==> config.mk <==
export PLATFORM = sky130hd
export DESIGN_NAME = rasterizer_triangle_setup
export DESIGN_NICKNAME = d
export VERILOG_FILES = /design/src/rtl/rasterizer_pkg.sv /design/src/rtl/rasterizer_triangle_setup.sv
export SDC_FILE = /design/constraint.sdc
export NUM_CORES = 2
export LEC_CHECK = 0
export BUFFER_PORTS_ARGS = -buffer_cell sky130_fd_sc_hd__buf_2
export CAP_MARGIN = 5
export CORE_AREA = 2 2 409 411
export CTS_CLUSTER_SIZE = 20
export DETAILED_ROUTE_END_ITERATION = 8
export DIE_AREA = 0 0 411 413
export PLACE_DENSITY_LB_ADDON = 0.1
export SLEW_MARGIN = 0
export SYNTH_ARGS = -nofsm -noshare
export SYNTH_HDL_FRONTEND = slang
export SYNTH_SLANG_ARGS = --single-unit
==> constraint.sdc <==
create_clock -name clock -period 12.95 [get_ports clock]
set_clock_uncertainty 0.2 [all_clocks]
set_input_delay 0.6475 -clock clock [delete_from_list [all_inputs] [get_ports clock]]
set_output_delay 0.6475 -clock clock [all_outputs]
set_load 0.01 [all_outputs]
==> src/rtl/rasterizer_pkg.sv <==
// Shared types, record layout constants and small bounding-box helpers
// for the triangle setup stage.
package rasterizer_pkg;

    typedef enum logic [1:0] {IDLE, MUL, SUM, OUT} setup_state_t;

    localparam int VX      = 0;
    localparam int VY      = 1;
    localparam int VZ      = 2;
    localparam int VATTR   = 3;
    localparam int COLOR   = 12;
    localparam int FLAGS   = 13;
    localparam int COORD_W = 11;

    function automatic logic [COORD_W-1:0] min3(input logic [COORD_W-1:0] a,
                                                input logic [COORD_W-1:0] b,
                                                input logic [COORD_W-1:0] c);
        logic [COORD_W-1:0] m;
        m = (a < b) ? a : b;
        return (c < m) ? c : m;
    endfunction

    function automatic logic [COORD_W-1:0] max3(input logic [COORD_W-1:0] a,
                                                input logic [COORD_W-1:0] b,
                                                input logic [COORD_W-1:0] c);
        logic [COORD_W-1:0] m;
        m = (a > b) ? a : b;
        return (c > m) ? c : m;
    endfunction

    function automatic logic [COORD_W-1:0] clampCoord(input logic [COORD_W-1:0] v,
                                                      input logic [COORD_W-1:0] lim);
        return (v > lim) ? lim : v;
    endfunction

endpackage

==> src/rtl/rasterizer_triangle_setup.sv <==
// Triangle setup: edge coefficients via one shared multiplier, signed area,
// clipped bounding box, back-face/degenerate culling, valid/stall output.
module rasterizer_triangle_setup
    import rasterizer_pkg::*;
#(
    parameter int SCREEN_W = 640,
    parameter int SCREEN_H = 480
) (
    input  logic         clock,
    input  logic         reset,
    input  logic         in_valid,
    input  logic [479:0] vertex_in,
    output logic         stall_out,
    input  logic         done_in,
    output logic         done_out,
    output logic         setup_valid,
    input  logic         stall_in,
    output logic [95:0]  edge_a,
    output logic [95:0]  edge_b,
    output logic [95:0]  edge_c,
    output logic [31:0]  area2,
    output logic [10:0]  bbox_min_x,
    output logic [10:0]  bbox_max_x,
    output logic [10:0]  bbox_min_y,
    output logic [10:0]  bbox_max_y,
    output logic [95:0]  z_out,
    output logic [31:0]  color_out,
    output logic [31:0]  tri_count,
    output logic [31:0]  cull_count
);

    localparam logic [COORD_W-1:0] MAX_X = COORD_W'(SCREEN_W - 1);
    localparam logic [COORD_W-1:0] MAX_Y = COORD_W'(SCREEN_H - 1);

    setup_state_t state_q, state_d;

    logic [2:0]                 step_q;
    logic [2:0][COORD_W-1:0]    x_q, y_q;
    logic [2:0][31:0]           z_q, a_q, b_q, c_q;
    logic [31:0]                color_q, area_q, triCount_q, cullCount_q;
    logic [2*COORD_W-1:0]       prodHold_q;
    logic [COORD_W-1:0]         minX_q, maxX_q, minY_q, maxY_q;
    logic                       done_q;

    logic [COORD_W-1:0]         mulA, mulB;
    logic [2*COORD_W-1:0]       product;
    logic [31:0]                areaSum;
    logic                       areaPositive;
    logic                       unusedRecordBits;

    // Even steps form xa*yb, odd steps xb*ya, for edges 0, 1, 2 in turn.
    always_comb begin
        mulA = '0;
        mulB = '0;
        case (step_q)
            3'd0: begin mulA = x_q[0]; mulB = y_q[1]; end
            3'd1: begin mulA = x_q[1]; mulB = y_q[0]; end
            3'd2: begin mulA = x_q[1]; mulB = y_q[2]; end
            3'd3: begin mulA = x_q[2]; mulB = y_q[1]; end
            3'd4: begin mulA = x_q[2]; mulB = y_q[0]; end
            3'd5: begin mulA = x_q[0]; mulB = y_q[2]; end
            default: ;
        endcase
    end

    assign product          = {{COORD_W{1'b0}}, mulA} * {{COORD_W{1'b0}}, mulB};
    assign areaSum          = c_q[0] + c_q[1] + c_q[2];
    assign areaPositive     = $signed(areaSum) > 0;
    assign unusedRecordBits = ^vertex_in;

    always_ff @(posedge clock or negedge reset) begin
        if (!reset) begin
            state_q <= IDLE;
        end else begin
            state_q <= state_d;
        end
    end

    always_comb begin
        state_d = state_q;
        case (state_q)
            IDLE:    if (in_valid) state_d = MUL;
            MUL:     if (step_q == 3'd5) state_d = SUM;
            SUM:     state_d = areaPositive ? OUT : IDLE;
            OUT:     if (!stall_in) state_d = IDLE;
            default: state_d = IDLE;
        endcase
    end

    always_comb begin
        stall_out   = (state_q != IDLE);
        setup_valid = (state_q == OUT);
    end

    always_ff @(posedge clock or negedge reset) begin
        if (!reset) begin
            step_q      <= '0;
            x_q         <= '0;
            y_q         <= '0;
            z_q         <= '0;
            a_q         <= '0;
            b_q         <= '0;
            c_q         <= '0;
            color_q     <= '0;
            area_q      <= '0;
            triCount_q  <= '0;
            cullCount_q <= '0;
            prodHold_q  <= '0;
            minX_q      <= '0;
            maxX_q      <= '0;
            minY_q      <= '0;
            maxY_q      <= '0;
            done_q      <= 1'b0;
        end else begin
            done_q <= done_in && (state_q == IDLE) && !in_valid;
            case (state_q)
                IDLE: begin
                    if (in_valid) begin
                        for (int k = 0; k < 3; k++) begin
                            x_q[k] <= vertex_in[(4*k+VX)*32+16 +: COORD_W];
                            y_q[k] <= vertex_in[(4*k+VY)*32+16 +: COORD_W];
                            z_q[k] <= vertex_in[(4*k+VZ)*32 +: 32];
                        end
                        color_q    <= vertex_in[COLOR*32 +: 32];
                        triCount_q <= triCount_q + 32'd1;
                        step_q     <= '0;
                    end
                end
                MUL: begin
                    if (step_q == 3'd0) begin
                        for (int k = 0; k < 3; k++) begin
                            a_q[k] <= {21'b0, y_q[k]} - {21'b0, y_q[(k+1)%3]};
                            b_q[k] <= {21'b0, x_q[(k+1)%3]} - {21'b0, x_q[k]};
                        end
                    end
                    if (!step_q[0]) begin
                        prodHold_q <= product;
                    end else begin
                        c_q[step_q[2:1]] <= {10'b0, prodHold_q} - {10'b0, product};
                    end
                    step_q <= step_q + 3'd1;
                end
                SUM: begin
                    area_q <= areaSum;
                    minX_q <= clampCoord(min3(x_q[0], x_q[1], x_q[2]), MAX_X);
                    maxX_q <= clampCoord(max3(x_q[0], x_q[1], x_q[2]), MAX_X);
                    minY_q <= clampCoord(min3(y_q[0], y_q[1], y_q[2]), MAX_Y);
                    maxY_q <= clampCoord(max3(y_q[0], y_q[1], y_q[2]), MAX_Y);
                    if (!areaPositive) begin
                        cullCount_q <= cullCount_q + 32'd1;
                    end
                end
                default: ;
            endcase
        end
    end

    assign done_out   = done_q;
    assign edge_a     = a_q;
    assign edge_b     = b_q;
    assign edge_c     = c_q;
    assign area2      = area_q;
    assign bbox_min_x = minX_q;
    assign bbox_max_x = maxX_q;
    assign bbox_min_y = minY_q;
    assign bbox_max_y = maxY_q;
    assign z_out      = z_q;
    assign color_out  = color_q;
    assign tri_count  = triCount_q;
    assign cull_count = cullCount_q;

endmodule
# Word level (Yosys, flattened, before mapping)
# Cells that the tools add are included.
# word_totals
register_bits	650
output_inout_bits	559
word_cells	116
# classes
n_mul	1
bitwise_logic	2
mux	24
n_reduce_logical	21
addsub	12
n_eq_ne	11
magnitude_cmp	15
# ops
operator	n
11-bit 2-to-1 mux	12
96-bit bitwise mux	1
11-bit by 11-bit subtractor with 12-bit output	6
11-bit case mux with 3 select lines	2
32-bit by 1-bit adder with 32-bit output, second input constant	2
32-bit adder	2
32-bit demux with 2-bit select	1
11-bit > comparator	4
11-bit less-than comparator	4
32-bit by 1-bit > comparator with 1-bit output, second input constant	1
32-bit 2-to-1 mux	1
22-bit by 22-bit subtractor with 23-bit output	1
11-bit by 10-bit > comparator with 1-bit output, second input constant	2
11-bit by 9-bit > comparator with 1-bit output, second input constant	2
11-bit by 11-bit multiplier with 22-bit output	1
2-bit AND reduction	6
2-bit OR reduction	6
2-bit 2-to-1 mux	4
2-bit case mux with 4 select lines	1
3-bit by 2-bit equality test with 1-bit output, second input constant	2
3-bit equality test, second input constant	2
2-bit inequality test, second input constant	3
3-bit case mux with 2 select lines	1
2-bit equality test, second input constant	2
13 further kinds	17

# Depth between registers and ports, before layout
# logic_depth
depth_word	6
ltp_mapped	35
ltp_nobuf	33

# Worst setup path before layout
# Ideal clock, no wire load.
# synth_timing
path_kind	register to register
from	register step_q[1]
to	register c_q, in the netlist edge_c[52]
period_less_slack_ns	8.208
n_path_buf	1
t_required_ns	12.625
stages_incl_launch_ff	34
arrival_ns	7.883
path_slack_ns	4.742
path_cell_list	dfrtp_1 -> inv_1 -> ha_1 -> inv_1 -> o21ai_0 -> clkbuf_1 -> a22oi_1 -> and2_0 -> or2_2 -> fa_1 -> fa_1 -> fa_1 -> inv_1 -> fa_1 -> inv_1 -> fa_1 -> inv_1 -> ha_1 -> a21o_1 -> o21ai_2 -> nor2_1 -> nor2_1 -> xor2_1 -> ha_1 -> a21o_1 -> a31oi_2 -> a22oi_1 -> a21o_1 -> maj3_2 -> a21o_1 -> nand2b_1 -> o211a_1 -> xnor2_1 -> mux2_2
# synth_between
elab_chain_cells	6
word_cells_on_any_way	22
# synth_rtl
item	line	rtl
from (decl)	rasterizer_triangle_setup.sv:37	logic [2:0] step_q;
from (signal assigned)	rasterizer_triangle_setup.sv:141	step_q <= step_q + 3'd1;
3-bit equality test, or another cell as far along	rasterizer_triangle_setup.sv:55	case (step_q)
2-bit OR reduction (no line)	-	
11-bit case mux with 3 select lines	rasterizer_triangle_setup.sv:55	
11-bit by 11-bit multiplier with 22-bit output	rasterizer_triangle_setup.sv:66	assign product = {{COORD_W{1'b0}}, mulA} * {{COORD_W{1'b0}}, mulB};
22-bit by 22-bit subtractor with 23-bit output	rasterizer_triangle_setup.sv:139	c_q[step_q[2:1]] <= {10'b0, prodHold_q} - {10'b0, product};
96-bit bitwise mux *	rasterizer_triangle_setup.sv:139	
to (signal, indexed assignment)	rasterizer_triangle_setup.sv:139	
to (decl)	rasterizer_triangle_setup.sv:39	logic [2:0][31:0] z_q, a_q, b_q, c_q;
# Every way passes the cells marked *; elsewhere a longest branch is shown, timed or not.
# A chain may end at the register's enable or synchronous reset.

# Worst setup path in the final report
# Ends and elaborated chain as after synthesis.

==> results.md <==
- Run status: complete, no violations
- Slew Limit Headroom: 0.257
- Port bufs: 757
- Mean Syn Cell Area: around 9.7 sq um
- Post-synthesis cell type count: 92
- Critical path class: register to register
- Postcts setup bufs: 0
- Post-route ant nets: 0
- Longest Clk Path Bufs: 3
- Grt ovf: 0
- Post-synthesis sequential area ratio: 0.397
- Worst hold path class: input port to register
- Most frequent cells in the layout: buf_2, dfrtp_1, nand2_1
- Post-layout min period: ~9.5 ns
- Vias in the first global route: approximately 27,000
- Post-DP HPWL: 92.8 mm
- H-tree depth: 3
- WP data required: 13.35 ns
- Nets: approximately 4,800
- GPL Wtd Cong: 0.778
- Final setup viols: 0
- Post-route cell area: approximately 40,000 sq um
- Syn_nets: 4,070
- Hold Vio Cnt, Final: 0
- Fmax: around 110 MHz
- Arrival @ worst endpoint: 9.86 ns
- First-pass GRT wire length: 182 mm
- Yosys top cell by area: dfrtp_1
- Clk_lat worst skew: between 0.6 and 0.7 ns
- Commonest non-fill, non-tap cell in the layout: buf_2
- Gr usage total: 0.142
- Clock transition at path regs: 0.06 ns
- TritonCTS clock tree: done
- Top cell type's share of synthesized area: 0.397
- Post-route DRC: 0
- Vias: 25,918
- Std-Cell Rows: 150
- WHS: about 0.042 ns
- Seq cells post-synth: 503
- Syn Inst Count: approximately 3,300
- Initial Util: 0.191
- Number of flops mapped to enable cells by yosys: 0
- Num CTS Buffers: 73
- Core area: roughly 170,000 sq um
- Period utilisation layout: 0.730
- RSZ-0062 raised after global routing: false
- Fin. max-slew vios: 0
- I/O pins: roughly 1,000
- Die outline width: 411 um
- Filler Cells Inserted: around 18,000
- 1st-iter DRT viols: between 1,000 and 1,500
- Die height: between 400 and 500 um
- Drt pass-1 iters: 6
- Die Area: about 170,000 sq um
- Share of post-route cells with drive strength above 1: 0.273
- Root Driver: clkbuf_16
- Tightest Pin Transition: around 1.1 ns
- CP max-delay cell: a21oi_2
- Antenna violations before repair: 7
- Startpoint types: register
- Detailed-route vias per instance: between 4 and 5
- TNS Setup: 0 ns
- Commonest register cell after synthesis: dfrtp_1
- WL per Instance: 19.4 um
- Cell Area, Synth: between 30,000 and 40,000 sq um
- Largest net degree at the start of global routing: between 100 and 150
- Final WL: approximately 120 mm
- Top cells by area, synth: dfrtp_1, ha_1, fa_1
- # Max-Cap Violations: 0
- CP Capture Type: register
- CTS Sinks: slightly above 500
- YS warnings: 0
- Async set or reset register ratio after synthesis: 1.00
- Area growth syn-to-layout: 29.2%
- Placed Area: 37,100 sq um
- Crit path largest cell delay: ~0.80 ns
- Crit path max fanout: 11
## cell families after synthesis
family	synth area share
compound gates	0.132
xor+xnor	0.0397
fa+ha+maj	0.155
buf+inv	0.0775
flops	0.397
mux	0.0585
simple gates	0.141
## final cells by class
| type | instances | area (sq um) | area share |
|---|---|---|---|
| Antenna cell | 5 | 12.5 | 0.000305 |
| Clock buffer | 105 | 2130 | 0.0520 |
| Clock inverter | 21 | 188 | 0.00458 |
| Inverter | 238 | 893 | 0.0218 |
| Multi-Input combinational cell | 2260 | 16800 | 0.408 |
| Sequential cell | 503 | 12600 | 0.307 |
| Tap cell | 2204 | 2760 | 0.0672 |
| Timing Repair Buffer | 951 | 5690 | 0.139 |
## routing by layer
metal  vias up  GRT usage  part of all wire  routed length, um
met5         -          0           0.00011                 13
met4         2     0.0349             0.022               2700
met3       116     0.0327             0.051               6220
met2       608      0.238              0.48              58300
met1     12637      0.183              0.45              54700
li1      12555          -                 -                  -
## cell usage after synthesis (all sizes together) (7+ instances only)
| cell type | count |
|---|---|
| a211oi | 11 |
| a21boi | 16 |
| a21o | 65 |
| a21oi | 107 |
| a221oi | 15 |
| a222oi | 14 |
| a22oi | 11 |
| a31oi | 7 |
| and2 | 32 |
| and3 | 26 |
| and4 | 7 |
| buf | 165 |
| clkbuf | 97 |
| dfrtp | 503 |
| fa | 111 |
| ha | 211 |
| inv | 238 |
| mux2 | 148 |
| mux2i | 19 |
| nand2 | 449 |
| nand2b | 44 |
| nand3 | 62 |
| nand4 | 47 |
| nor2 | 200 |
| nor2b | 25 |
| nor3 | 32 |
| o2111ai | 7 |
| o211ai | 7 |
| o21a | 35 |
| o21ai | 255 |
| o21bai | 9 |
| o31ai | 39 |
| or2 | 27 |
| xnor2 | 96 |
| xor2 | 46 |
## critical path, delay by kind of cell, from the launching register on
kind                     cells  cell delay, ns
adder cells (fa/ha/maj)      9            3.75
AND/OR/NAND/NOR              4            0.71
buffers and inverters        6            0.72
flip-flops                   1            0.49
AO/OA/AOI/OAI               10            2.74
multiplexers                 1            0.22
XOR/XNOR                     2            0.52
## state kept, by name, indices dropped and copies added (netlist names), 22 cells and up
register    count
z_out          96
edge_c         69
edge_a         36
edge_b         36
x_q            33
y_q            33
area2          32
color_out      32
cull_count     32
tri_count      32
prodHold_q     22
## per-stage QoR
stage / std cells / worst slack [ns] / utilization
6_report: 6287 / 3.49 / 0.247
3_3_place_gp: 5998 / 3.47 / 0.224
2_1_floorplan: 3263 / 4.74 / -
5_1_grt: 6285 / 2.98 / 0.247
4_1_cts: 6282 / 3.44 / 0.247
3_5_place_dp: 5998 / 3.46 / 0.224
## worst paths after layout
path | slack, ns | start | to | cells past startpoint
max | 3.49 | step_q[1] | edge_c[52] | 32
min | 0.04 | vertex_in[23] | x_q[7] | 3
max reg2reg | 3.49 | step_q[1] | edge_c[52] | 32
min reg2reg | 0.26 | cull_count[31] | cull_count[31] | 1
max in group asynchronous | 9.40 | reset | bbox_max_y[2] | 5
min in group asynchronous | 0.34 | reset | color_out[12] | 2
## timing repair
action / 4_1_cts / 5_1_grt
resized for setup: 0 / 0
endpoints found under the setup margin: 0 / 0
hold buffers: 158 / 0
hold endpoints to repair: 233 / 0
Power is left out: the tool's default activity adds up to more than one toggle a clock period on the data nets, which glitch-free logic cannot reach.
